File: src/rtl/spi_updown_counter_dp.sv
// spi_updown_counter_dp: prescaled up/down modulo counter with load, wrap/saturate,
// terminal-count pulse and sticky wrap flag. Sits behind the SPI register decode.
module spi_updown_counter_dp #(
    parameter int unsigned WIDTH     = 14,
    parameter int unsigned MAX_COUNT = 9999,
    parameter int unsigned TICK_DIV  = 100000
) (
    input  logic             clk,
    input  logic             reset,
    input  logic             i_o_runstop,
    input  logic             i_o_clear,
    input  logic             i_mode_down,
    input  logic             i_wrap_en,
    input  logic             i_load,
    input  logic [WIDTH-1:0] i_load_value,
    output logic [WIDTH-1:0] counter,
    output logic             o_tick,
    output logic             o_tc,
    output logic             o_wrapped
);

    // Prescaler needs at least one bit even when every clock is a tick.
    localparam int unsigned PS_W = (TICK_DIV > 1) ? $clog2(TICK_DIV) : 1;

    localparam logic [PS_W-1:0]  PS_LAST = PS_W'(TICK_DIV - 1);
    localparam logic [WIDTH-1:0] MAX_V   = WIDTH'(MAX_COUNT);
    localparam logic [WIDTH-1:0] ZERO_V  = '0;

    logic [WIDTH-1:0] cnt_q, cnt_d;
    logic [PS_W-1:0]  ps_q, ps_d;
    logic             tick_q, tick_d;
    logic             tc_q, tc_d;
    logic             wrapped_q, wrapped_d;
    logic             tick_c;

    // Count tick: last prescaler phase while running.
    assign tick_c = i_o_runstop && (ps_q == PS_LAST);

    // Next-state: clear > load > tick > prescaler advance > hold.
    always_comb begin
        cnt_d     = cnt_q;
        ps_d      = ps_q;
        tick_d    = 1'b0;
        tc_d      = 1'b0;
        wrapped_d = wrapped_q;

        if (i_o_clear) begin
            cnt_d     = ZERO_V;
            ps_d      = '0;
            wrapped_d = 1'b0;
        end else if (i_load) begin
            cnt_d = (i_load_value > MAX_V) ? MAX_V : i_load_value;
            ps_d  = '0;
        end else if (tick_c) begin
            ps_d   = '0;
            tick_d = 1'b1;
            if (!i_mode_down) begin
                if (cnt_q > MAX_V) begin
                    cnt_d = ZERO_V;
                end else if (cnt_q == MAX_V) begin
                    tc_d = 1'b1;
                    if (i_wrap_en) begin
                        cnt_d     = ZERO_V;
                        wrapped_d = 1'b1;
                    end
                end else begin
                    cnt_d = cnt_q + WIDTH'(1);
                end
            end else begin
                if (cnt_q > MAX_V) begin
                    cnt_d = MAX_V;
                end else if (cnt_q == ZERO_V) begin
                    tc_d = 1'b1;
                    if (i_wrap_en) begin
                        cnt_d     = MAX_V;
                        wrapped_d = 1'b1;
                    end
                end else begin
                    cnt_d = cnt_q - WIDTH'(1);
                end
            end
        end else if (i_o_runstop) begin
            ps_d = ps_q + PS_W'(1);
        end
    end

    // State and output registers with asynchronous reset.
    always_ff @(posedge clk or posedge reset) begin
        if (reset) begin
            cnt_q     <= ZERO_V;
            ps_q      <= '0;
            tick_q    <= 1'b0;
            tc_q      <= 1'b0;
            wrapped_q <= 1'b0;
        end else begin
            cnt_q     <= cnt_d;
            ps_q      <= ps_d;
            tick_q    <= tick_d;
            tc_q      <= tc_d;
            wrapped_q <= wrapped_d;
        end
    end

    assign counter   = cnt_q;
    assign o_tick    = tick_q;
    assign o_tc      = tc_q;
    assign o_wrapped = wrapped_q;

endmodule

File: config.mk
export PLATFORM = sky130hd
export DESIGN_NAME = spi_updown_counter_dp
export DESIGN_NICKNAME = d
export VERILOG_FILES = /design/src/rtl/spi_updown_counter_dp.sv
export SDC_FILE = /design/constraint.sdc
export NUM_CORES = 1
export LEC_CHECK = 0
export BUFFER_PORTS_ARGS = -buffer_cell sky130_fd_sc_hd__buf_2
export CAP_MARGIN = 20
export CORE_MARGIN = 5
export CORE_UTILIZATION = 62
export DETAILED_ROUTE_END_ITERATION = 12
export PLACE_DENSITY = 0.86
export SYNTH_ARGS = -nofsm -noshare
export SYNTH_HDL_FRONTEND = slang
export SYNTH_SLANG_ARGS = --single-unit
File: constraint.sdc
create_clock -name clk -period 6.1 [get_ports clk]
set_input_delay 1.22 -clock clk [delete_from_list [all_inputs] [get_ports clk]]
set_output_delay 1.22 -clock clk [all_outputs]
set_load 0.1 [all_outputs]
==> flow_summary.yaml <==
status:
  outcome: "finished, final reports clean"
placed_design:
  post-dp-hpwl_mm: 5.28
  gp_congestion: 1.03
  dpl-instance-area_um2: 2790
  io_buffer_count: 37
  dp.cells: 399
yosys:
  synth-edff-count: 0
  async_reset_ff_frac: 1.00
  syn_area_um2: 2630
  yosysSeqAreaShare: 0.324
  yosysUniqueCellTypes: 61
  synth_nets: 353
  synth_ff_type: "dfrtp_1"
  synth_seq_cells: 34
  synth.avg_cell_area_um2: 7.99
  postSynthCellCount: 329
  yosys_warnings: 0
routing:
  via_count: 2820
  drc_errors: 0
  totalWireLength_mm: 7.53
  first_pass_iters: 6
  ant_nets: 0
  drtIter0Drc: 408
  vias_per_cell: 6.95
  wl_per_cell_um: 18.6
clock_network:
  cts_root_buf: "clkbuf_8"
  clkTransAtPathRegs_ns: 0.07
  cts_tree: "built"
  ctsHoldBuffers: 0
  cts_setup_buffers: 0
  cts.sinks: 34
  clockBufferDepth: 2
  cts_buffers: 5
  ctsResizeCount: 0
  ctsHtreeMaxLevel: 2
  clk_latency_ns: 0.29
floorplanning:
  fp.coreArea_um2: 4060
  die_area_um2: 5640
  die-height_um: 75.1
  start_util: 0.648
  die_x_um: 75.1
  rows: 23
  io-pin-count: 38
finish:
  final_area_um2: 2870
  instances_no_fill: 406
  nFillCells: 337
  antennaDiodeCount: 0
  final_layout_size_suffix_gt1_frac: 0.177
  mostFrequentLayoutCell: "nor2_1"
  areaGrowthSynthToFinish_pct: 9.00
  final_cell_mix: "nor2_1 (40), buf_2 (37), dfrtp_1 (34)"
  layout.nets: 380
setup_path:
  critPathMaxFanout: 26
  r2r_slack_ns: 3.23
  arrival_ns: 3.28
  start_kind: "input port"
  critPathLaunch: "i_o_runstop"
  required_ns: 6.27
  r2r-end: "counter[13]$_DFFE_PP0P_"
  worst_setup_path_end_kind: "register"
  rr_worst_depth: 8
  crit-reg2reg-launch: "counter[0]$_DFFE_PP0P_"
  critPathKind: "input port to register"
hold_path:
  hold-path-cell-count: 2
  min_to: "o_wrapped$_DFFE_PP0P_"
  holdCritStartpoint: "o_wrapped$_DFFE_PP0P_"
  hold_path_class: "register to register"
sta:
  min_period_ns: 3.11
  fin_skew_ns: 0.00755
  setup_viol: 0
  post-route-period-util: 0.510
  fmax_mhz: 321
  tightestPinTransition_ns: 0.983
  slew_headroom: 0.345
  tns_ns: 0
  maxSlewViolCount: 0
  grt_setup_unrepaired: "false"
  hold_viol_final: 0
grt:
  grt_first_pass_wirelength_mm: 12.1
  grt_pass1_vias: 2503
  track_usage: 0.280
  grt_max_degree: 35
  antenna_found_initial: 0
  grt.overflow.total: 0
flow_run:
  drv_cap: 0
power_and_ir_drop:
  power_uw: 655
  power.leakage_uw: 0.00124
  ir_drop_mv: 0.135
  p_per_area_nw_per_um2: 229
## final cells by class
class,count,area (um2),area share
Clock buffer,5,68.8,0.0240
Clock inverter,2,10.0,0.00349
Inverter,20,75.1,0.0262
Multi-Input combinational cell,257,1610,0.560
Sequential cell,34,851,0.297
Tap cell,50,62.6,0.0218
Timing Repair Buffer,38,193,0.0672
## Yosys cell counts, types with 6 or more instances
cell type,n,area share
xor2_1,14,0.047
nor4_1,7,0.017
inv_1,20,0.029
nand4_1,9,0.021
o21ai_0,19,0.036
a21oi_1,17,0.032
nor3_1,11,0.021
dfrtp_1,34,0.32
nand2_1,29,0.041
nand3_1,16,0.030
xnor2_1,9,0.030
buf_2,6,0.011
clkbuf_1,8,0.011
a31oi_1,7,0.017
nor2_1,40,0.057
## kinds of logic after synthesis
kind of cell / after synthesis / share of synthesized area
fa+ha+maj: 3 / 0.0143
compound gates: 84 / 0.221
flops: 34 / 0.324
simple gates: 147 / 0.298
buf+inv: 38 / 0.0657
xor+xnor: 23 / 0.0766
## sequential cells by signal, summed over array words and instances (netlist names)
register	count
ps_q	17
counter	14
o_wrapped	1
o_tc	1
o_tick	1
## per-stage QoR
step / utilization / setup WS (ns) / hold slack (ns)
after global routing: 0.706 / 2.78 / 0.629
after CTS: 0.706 / 3.02 / 0.568
after detailed placement: 0.687 / 2.72 / 0.548
after floorplan: - / 3.31 / 0.519
after global placement: 0.687 / 2.84 / 0.491
final: 0.706 / 2.99 / 0.554
## layer usage
layer  global-route usage  vias to the layer above  share of wire
met1                0.423                     1313           0.41
met4               0.0771                        0          0.016
met3               0.0574                       22           0.13
met5                    0                        -              0
li1                     -                     1256              -
met2                0.405                      229           0.44
## power breakdown
| group | leakage (uW) | total [uW] | internal (uW) | switching (uW) |
|---|---|---|---|---|
| clock network | 0.0000438 | 164 | 76.7 | 87.0 |
| logic | 0.000734 | 221 | 58.5 | 163 |
| registers | 0.000458 | 270 | 236 | 34.2 |
| total | 0.00124 | 655 | 371 | 284 |
## how the worst max path moves through the flow
stage                               to  slack [ns]  cells past startpoint
2_1_floorplan   counter[5]$_DFFE_PP0P_        3.31                     10
6_report        counter[9]$_DFFE_PP0P_        2.99                      6
5_1_grt        counter[12]$_DFFE_PP0P_        2.78                      7
3_3_place_gp   counter[10]$_DFFE_PP0P_        2.84                      6
4_1_cts         counter[9]$_DFFE_PP0P_        3.02                      6
3_5_place_dp   counter[10]$_DFFE_PP0P_        2.72                      6
## worst max-delay path, cell delays in order
cell     delay [ns]
buf_2          0.12
and4b_1        0.24
nand3_1        0.13
o21ai_2        0.69
o31ai_4        0.43
o32a_1         0.44
(Power assumes the default switching activity.)
